### src/rtl/led_fade_sequencer_if.sv
// Control and status bundle between the fade sequencer and whoever drives it.
// The master side issues start/stop and the profile settings; the slave side
// (the sequencer) returns the brightness value and its status pulses.
interface led_fade_sequencer_if #(
  parameter int DUTY_WIDTH = 8
);

  logic                  start;
  logic                  stop;
  logic                  loop;
  logic [DUTY_WIDTH-1:0] step;
  logic [DUTY_WIDTH-1:0] duty;
  logic                  duty_update;
  logic                  busy;
  logic                  cycle_done;

  modport master (
    output start,
    output stop,
    output loop,
    output step,
    input  duty,
    input  duty_update,
    input  busy,
    input  cycle_done
  );

  modport slave (
    input  start,
    input  stop,
    input  loop,
    input  step,
    output duty,
    output duty_update,
    output busy,
    output cycle_done
  );

endinterface

### src/rtl/led_fade_sequencer.sv
// Breathing-profile brightness generator feeding the LED PWM comparator.
//
// state     | meaning
// ----------+-----------------------------------------------------------
// IDLE      | waiting for start; prescaler frozen, duty parked at 0
// RAMP_UP   | duty climbs by the latched step each tick, saturating at max
// HOLD_HIGH | duty held at full scale for HOLD_TICKS ticks
// RAMP_DOWN | duty falls by the latched step each tick, saturating at 0
// HOLD_LOW  | duty held at 0 for HOLD_TICKS ticks, then loop or finish
//
// All outputs are registered, so nothing on the interface has a
// combinational path from start/stop/step/loop.
module led_fade_sequencer #(
  parameter int DUTY_WIDTH = 8,
  parameter int PRESCALE   = 2048,
  parameter int HOLD_TICKS = 64
) (
  input  logic             clk,
  input  logic             rst_n,
  led_fade_sequencer_if.slave bus
);

  localparam int PW = $clog2(PRESCALE);
  localparam int HW = $clog2(HOLD_TICKS + 1);

  localparam logic [DUTY_WIDTH-1:0] DUTY_MAX   = '1;
  localparam logic [DUTY_WIDTH-1:0] DUTY_ZERO  = '0;
  localparam logic [DUTY_WIDTH-1:0] STEP_ONE   = DUTY_WIDTH'(1);
  localparam logic [PW-1:0]         PRESC_LAST = PW'(PRESCALE - 1);
  localparam logic [HW-1:0]         HOLD_LAST  = HW'(HOLD_TICKS - 1);

  typedef enum logic [2:0] {
    IDLE      = 3'd0,
    RAMP_UP   = 3'd1,
    HOLD_HIGH = 3'd2,
    RAMP_DOWN = 3'd3,
    HOLD_LOW  = 3'd4
  } state_t;

  state_t                state_q,  state_d;
  logic [DUTY_WIDTH-1:0] duty_q,   duty_d;
  logic                  update_q, update_d;
  logic                  done_q,   done_d;
  logic                  busy_q,   busy_d;
  logic [PW-1:0]         presc_q,  presc_d;
  logic [HW-1:0]         hold_q,   hold_d;
  logic [DUTY_WIDTH-1:0] step_q,   step_d;
  logic                  loop_q,   loop_d;

  logic                  tick;
  logic [DUTY_WIDTH:0]   up_sum;
  logic [DUTY_WIDTH-1:0] up_val;
  logic [DUTY_WIDTH-1:0] down_val;
  logic                  hold_last;

  // Tick strobe and the saturating next-duty candidates for both ramp directions.
  always_comb begin
    tick      = (state_q != IDLE) && (presc_q == PRESC_LAST);
    hold_last = (hold_q == HOLD_LAST);
    // One extra bit catches the carry so the ramp pins at full scale instead of wrapping.
    up_sum    = {1'b0, duty_q} + {1'b0, step_q};
    up_val    = up_sum[DUTY_WIDTH] ? DUTY_MAX : up_sum[DUTY_WIDTH-1:0];
    down_val  = (step_q >= duty_q) ? DUTY_ZERO : (duty_q - step_q);
  end

  // Next-state, datapath and output decode for the profile sequencer.
  always_comb begin
    state_d  = state_q;
    duty_d   = duty_q;
    update_d = 1'b0;
    done_d   = 1'b0;
    presc_d  = presc_q;
    hold_d   = hold_q;
    step_d   = step_q;
    loop_d   = loop_q;

    if (state_q != IDLE) begin
      presc_d = tick ? '0 : (presc_q + 1'b1);
    end

    case (state_q)
      IDLE: begin
        // stop has priority, so start+stop together leaves the block parked.
        if (bus.start && !bus.stop) begin
          step_d  = (bus.step == DUTY_ZERO) ? STEP_ONE : bus.step;
          loop_d  = bus.loop;
          presc_d = '0;
          state_d = RAMP_UP;
        end
      end

      RAMP_UP: begin
        // A stop here turns the profile around without touching duty on this edge.
        if (bus.stop) begin
          loop_d  = 1'b0;
          state_d = RAMP_DOWN;
        end else if (tick) begin
          duty_d   = up_val;
          update_d = (up_val != duty_q);
          if (up_val == DUTY_MAX) begin
            hold_d  = '0;
            state_d = HOLD_HIGH;
          end
        end
      end

      HOLD_HIGH: begin
        if (bus.stop) begin
          loop_d  = 1'b0;
          state_d = RAMP_DOWN;
        end else if (tick) begin
          hold_d = hold_q + 1'b1;
          if (hold_last) begin
            state_d = RAMP_DOWN;
          end
        end
      end

      RAMP_DOWN: begin
        // Already fading out: stop only cancels any further repetition.
        if (bus.stop) begin
          loop_d = 1'b0;
        end
        if (tick) begin
          duty_d   = down_val;
          update_d = (down_val != duty_q);
          if (down_val == DUTY_ZERO) begin
            hold_d  = '0;
            state_d = HOLD_LOW;
          end
        end
      end

      HOLD_LOW: begin
        if (bus.stop) begin
          loop_d = 1'b0;
        end
        if (tick) begin
          hold_d = hold_q + 1'b1;
          if (hold_last) begin
            done_d  = 1'b1;
            state_d = (loop_q && !bus.stop) ? RAMP_UP : IDLE;
          end
        end
      end

      default: begin
        state_d = IDLE;
      end
    endcase

    busy_d = (state_d != IDLE);
  end

  // State and datapath registers; async reset drops everything to the parked state.
  always_ff @(posedge clk or negedge rst_n) begin
    if (!rst_n) begin
      state_q  <= IDLE;
      duty_q   <= '0;
      update_q <= 1'b0;
      done_q   <= 1'b0;
      busy_q   <= 1'b0;
      presc_q  <= '0;
      hold_q   <= '0;
      step_q   <= STEP_ONE;
      loop_q   <= 1'b0;
    end else begin
      state_q  <= state_d;
      duty_q   <= duty_d;
      update_q <= update_d;
      done_q   <= done_d;
      busy_q   <= busy_d;
      presc_q  <= presc_d;
      hold_q   <= hold_d;
      step_q   <= step_d;
      loop_q   <= loop_d;
    end
  end

  assign bus.duty        = duty_q;
  assign bus.duty_update = update_q;
  assign bus.busy        = busy_q;
  assign bus.cycle_done  = done_q;

endmodule

### src/flat_wrapper.sv
// flat-port wrapper written by rule: the top's interface ports become plain ports
module led_fade_sequencer_flat 
#(
  parameter int DUTY_WIDTH = 8,
  parameter int PRESCALE   = 2048,
  parameter int HOLD_TICKS = 64
)
  (clk, rst_n, bus_start, bus_stop, bus_loop, bus_step, bus_duty, bus_duty_update, bus_busy, bus_cycle_done);
  led_fade_sequencer_if #(.DUTY_WIDTH(DUTY_WIDTH)) bus_i ();
  input  logic clk;
  input  logic rst_n;
  input wire logic [$bits(bus_i.start)-1:0] bus_start;
  input wire logic [$bits(bus_i.stop)-1:0] bus_stop;
  input wire logic [$bits(bus_i.loop)-1:0] bus_loop;
  input wire logic [$bits(bus_i.step)-1:0] bus_step;
  output wire logic [$bits(bus_i.duty)-1:0] bus_duty;
  output wire logic [$bits(bus_i.duty_update)-1:0] bus_duty_update;
  output wire logic [$bits(bus_i.busy)-1:0] bus_busy;
  output wire logic [$bits(bus_i.cycle_done)-1:0] bus_cycle_done;
  assign bus_i.start = bus_start;
  assign bus_i.stop = bus_stop;
  assign bus_i.loop = bus_loop;
  assign bus_i.step = bus_step;
  assign bus_duty = bus_i.duty;
  assign bus_duty_update = bus_i.duty_update;
  assign bus_busy = bus_i.busy;
  assign bus_cycle_done = bus_i.cycle_done;
  led_fade_sequencer #(.DUTY_WIDTH(DUTY_WIDTH), .PRESCALE(PRESCALE), .HOLD_TICKS(HOLD_TICKS)) u_core (.clk(clk), .rst_n(rst_n), .bus(bus_i));
endmodule
### config.mk
export PLATFORM = sky130hd
export DESIGN_NAME = led_fade_sequencer_flat
export DESIGN_NICKNAME = d
export VERILOG_FILES = /design/src/rtl/led_fade_sequencer_if.sv /design/src/rtl/led_fade_sequencer.sv /design/src/flat_wrapper.sv
export SDC_FILE = /design/constraint.sdc
export NUM_CORES = 1
export LEC_CHECK = 0
export CAP_MARGIN = 20
export CORE_MARGIN = 5
export CORE_UTILIZATION = 40
export CTS_CLUSTER_SIZE = 25
export DETAILED_ROUTE_END_ITERATION = 16
export PLACE_DENSITY = 0.56
export SLEW_MARGIN = 20
export SYNTH_ARGS = -nofsm -noshare
export SYNTH_HDL_FRONTEND = slang
export SYNTH_SLANG_ARGS = --single-unit
export TNS_END_PERCENT = 10
### constraint.sdc
create_clock -name clk -period 4.8 [get_ports clk]
set_input_delay 1.44 -clock clk [delete_from_list [all_inputs] [get_ports clk]]
set_output_delay 1.44 -clock clk [all_outputs]
set_load 0.005 [all_outputs]
==> flow_summary_export.csv <==
group,metric,value,unit
cells_and_area,final_core_utilization,0.4523,
timing,finalClockSkew,0.009316,ns
place,portBuffers,23,
synth,synth_edf_count,0,
clock_network,htreeDepth,2,
cells_and_area,n_antenna_cell,0,
place,hpwlAfterDp,6476,um
floorplan,pin_count,24,
floorplan,start_util,0.4079,
floorplan,die_h,101.3,um
worst_setup_path,worst-endpoint-arrival,3.58,ns
worst_setup_path,critical_path.startpoint,"u_core.bus.duty[2]$_DFFE_PN0P_",
timing,rsz0062_at_grt,"false",
power_and_ir_drop,power_frac_comb,0.123,
floorplan,die_w,101.3,um
worst_setup_path,cp-end-kind,"register",
clock_network,max-clock-path-buffers,2,
power_and_ir_drop,vdd_drop_max,0.1198,mV
timing,setup_violations,0,
synth,ys_seq_elements,41,
synth,ys_seq_area_frac,0.3081,
job,maxCapViolations,0,
timing,whs,0.5183,ns
clock_network,clk_pin_slew,0.08,ns
timing,fmax,293.4,MHz
power_and_ir_drop,switching_share,0.2648,
floorplan,die-area,0.01026,mm2
cells_and_area,syn2layout_area_growth,10.88,%
global_route,met1_usage,0.2367,
timing,period_needed,3.408,ns
routing,wire_per_inst,16.49,um
worst_setup_path,rrSetupSlack,1.39,ns
synth,async_reset_ff_frac,1.000,
global_route,busiest_layer,"met2",
worst_setup_path,crit_required,4.97,ns
synth,syn_nets,434,
worst_setup_path,reg2reg_from,"u_core.bus.duty[2]$_DFFE_PN0P_",
global_route,grt_use_met3,0.02273,
worst_hold_path,hold_path.class,"register to register",
global_route,grt_pass1_vias,2865,
clock_network,post-cts-setup-buffers,0,
global_route,use_met2,0.2928,
global_route,antenna_found_initial,0,
clock_network,tritoncts,"yes",
routing,routed_wl,8590,um
clock_network,cts_hold_buf,0,
worst_setup_path,endpoint,"u_core.hold_q[0]$_DFFE_PN0P_",
routing,viasPerCell,5.793,
timing,timing.final.max_slew_violations,0,
synth,synth-main-ff-cell,"dfrtp_1",
floorplan,core_area,0.008175,mm2
routing,vias,3018,
global_route,grt_pass1_wl,14380,um
routing,drtPass1Iterations,4,
timing,tns,0,ns
global_route,overflow,0,
power_and_ir_drop,netSwitchingPower,174.0,uW
routing,drc,0,
power_and_ir_drop,power_leakage,0.001474,uW
place,placed_area,0.003615,mm2
timing,slew_headroom,0.3702,
clock_network,clock-sinks,41,
power_and_ir_drop,p_per_area,177.8,mW/mm2
routing,drt-initial-drc-count,134,
clock_network,post_cts_resized,0,
cells_and_area,nets,448,
timing,hold_viol_final,0,
cells_and_area,final_area,0.003697,mm2
worst_setup_path,cp-start-kind,"register",
synth,ys_warn_count,0,
synth,syn_area,0.003334,mm2
synth,syn_inst,401,
global_route,grt_max_degree,42,
worst_setup_path,r2r-end,"u_core.hold_q[0]$_DFFE_PN0P_",
power_and_ir_drop,clkPwrFrac,0.339,
place,place_congestion,0.8289,
worst_setup_path,rr_worst_depth,9,
global_route,grt_usage,0.1742,
synth,yosysUniqueCellTypes,64,
cells_and_area,layout-drive-gt1-share,0.06490,
power_and_ir_drop,internal_power,483.3,uW
routing,ant_nets,0,
run_status,status,"completed",
clock_network,cts_root_buffer,"clkbuf_8",
timing,tightestPinTransition,0.9413,ns
synth,avgSynthCellArea,8.315,um2
worst_setup_path,path_max_fanout,11,
floorplan,rows,33,
clock_network,clock_latency,0.29,ns
power_and_ir_drop,p_seq_frac,0.538,
timing,fin_crit_sh,0.7100,
clock_network,cts-buffers-inserted,5,
worst_setup_path,worstSetupPathType,"register to register",
## power by group through the flow
stage               Combinational [uW]  Sequential, uW  Clock, uW
finish                            80.7             354        223
CTS                               81.2             354        233
global route                      89.8             354        250
floorplan                         52.1             359          0
detailed placement                80.8             361          0
global placement                  81.1             361          0
## cell usage in the layout (no fill, tap or decap), types with 3 or more instances in the layout
cell,count
o31ai_1,3
nand4_1,5
nor4_1,4
a211oi_1,11
nand2b_1,9
inv_1,15
and3_1,3
nand2_1,37
o21ai_0,33
xnor2_1,12
clkbuf_8,5
nand4b_1,3
and4_1,4
a21oi_1,20
or4_1,3
nand3_1,14
o2bb2ai_1,5
nor2_1,37
xor2_1,14
or2_2,7
nor3b_1,3
nor2b_1,7
ha_1,18
nor3_1,18
a21o_1,7
a2111oi_0,4
a221o_1,3
clkdlybuf4s50_1,22
dfrtp_1,40
a21boi_0,3
## how the worst min path moves through the flow
stage	from	depth (start not counted)	endpoint	slack, ns
after global routing	u_core.loop_q$_DFFE_PN0P_	1	u_core.loop_q$_DFFE_PN0P_	0.53
final	u_core.loop_q$_DFFE_PN0P_	1	u_core.loop_q$_DFFE_PN0P_	0.52
after floorplan	u_core.loop_q$_DFFE_PN0P_	1	u_core.loop_q$_DFFE_PN0P_	0.47
after CTS	u_core.loop_q$_DFFE_PN0P_	1	u_core.loop_q$_DFFE_PN0P_	0.52
after global placement	u_core.loop_q$_DFFE_PN0P_	1	u_core.loop_q$_DFFE_PN0P_	0.49
after detailed placement	u_core.loop_q$_DFFE_PN0P_	1	u_core.loop_q$_DFFE_PN0P_	0.50
## sequential cells by signal (all words and copies together), names as in the netlist
| name | flops |
|---|---|
| u_core.loop_q | 1 |
| u_core.bus.cycle_done | 1 |
| u_core.hold_q | 7 |
| u_core.bus.duty | 8 |
| u_core.bus.busy | 1 |
| u_core.bus.duty_update | 1 |
| u_core.presc_q | 11 |
| u_core.state_q | 3 |
| u_core.step_q | 8 |
## cells by family after synthesis
family,count (synthesis),share of synthesized area
AND/OR/NAND/NOR,166,0.2582
AO/OA/AOI/OAI,112,0.2323
flip-flops,41,0.3081
buffers and inverters,33,0.04315
XOR/XNOR,26,0.06829
adder cells (fa/ha/maj),20,0.07955
multiplexers,3,0.01051
## layout make-up
cell class | count | area (um2)
clock inverter | 2 | 10.01
timing repair buffer | 24 | 232.7
clock buffer | 6 | 72.57
sequential | 41 | 1027
fill | 816 | 4478
tap | 105 | 131.4
inverter | 16 | 60.06
multi-input combinational | 327 | 2163
## synthesized netlist by cell type, types with 4 or more instances
cell type  number  area [um2]
a21oi_1        20       100.1
nor3_1         18       90.09
ha_1           18       225.2
a211oi_1       11       82.58
nand4_1         5       31.28
and4_1          4       35.03
nor4_1          4       25.02
o21ai_0        33       165.2
buf_2           4       20.02
nand2_1        37       138.9
dfrtp_1        40        1001
o2bb2ai_1       5       43.79
xnor2_1        12       105.1
clkbuf_1        8       30.03
xor2_1         14       122.6
a2111oi_0       4       35.03
nand2b_1        9       56.30
nand3_1        14       70.07
nor2_1         37       138.9
a21o_1          7       52.55
or2_2           7       43.79
inv_1          15       56.30
nor2b_1         7       43.79
## critical path: stages (launching register included)
cell and delay, ns:
dfrtp_1 0.53, ha_1 0.52, nor2b_1 0.22, a211o_1 0.30, and4_1 0.20, a211oi_1 0.58
a41o_1 0.30, mux2i_1 0.08, a21o_1 0.28, mux2_4 0.28
## metal layers
metal  routed length, um  vias to the layer above  share of wire
li1                    -                     1488              -
met1                4139                     1471           0.48
met2                4143                       47           0.48
met3                 213                       12          0.025
met4                  93                        0          0.011
met5                   0                        -              0
## through the flow
step | setup slack (ns) | instances | total power (uW)
2_1_floorplan | 1.929 | 401 | 411.1
3_3_place_gp | 1.428 | 513 | 441.7
3_5_place_dp | 1.394 | 513 | 441.3
4_1_cts | 1.497 | 521 | 667.5
5_1_grt | 1.166 | 521 | 694.3
6_report | 1.392 | 521 | 657.3
No activity file was read; power rests on OpenSTA's default activity.
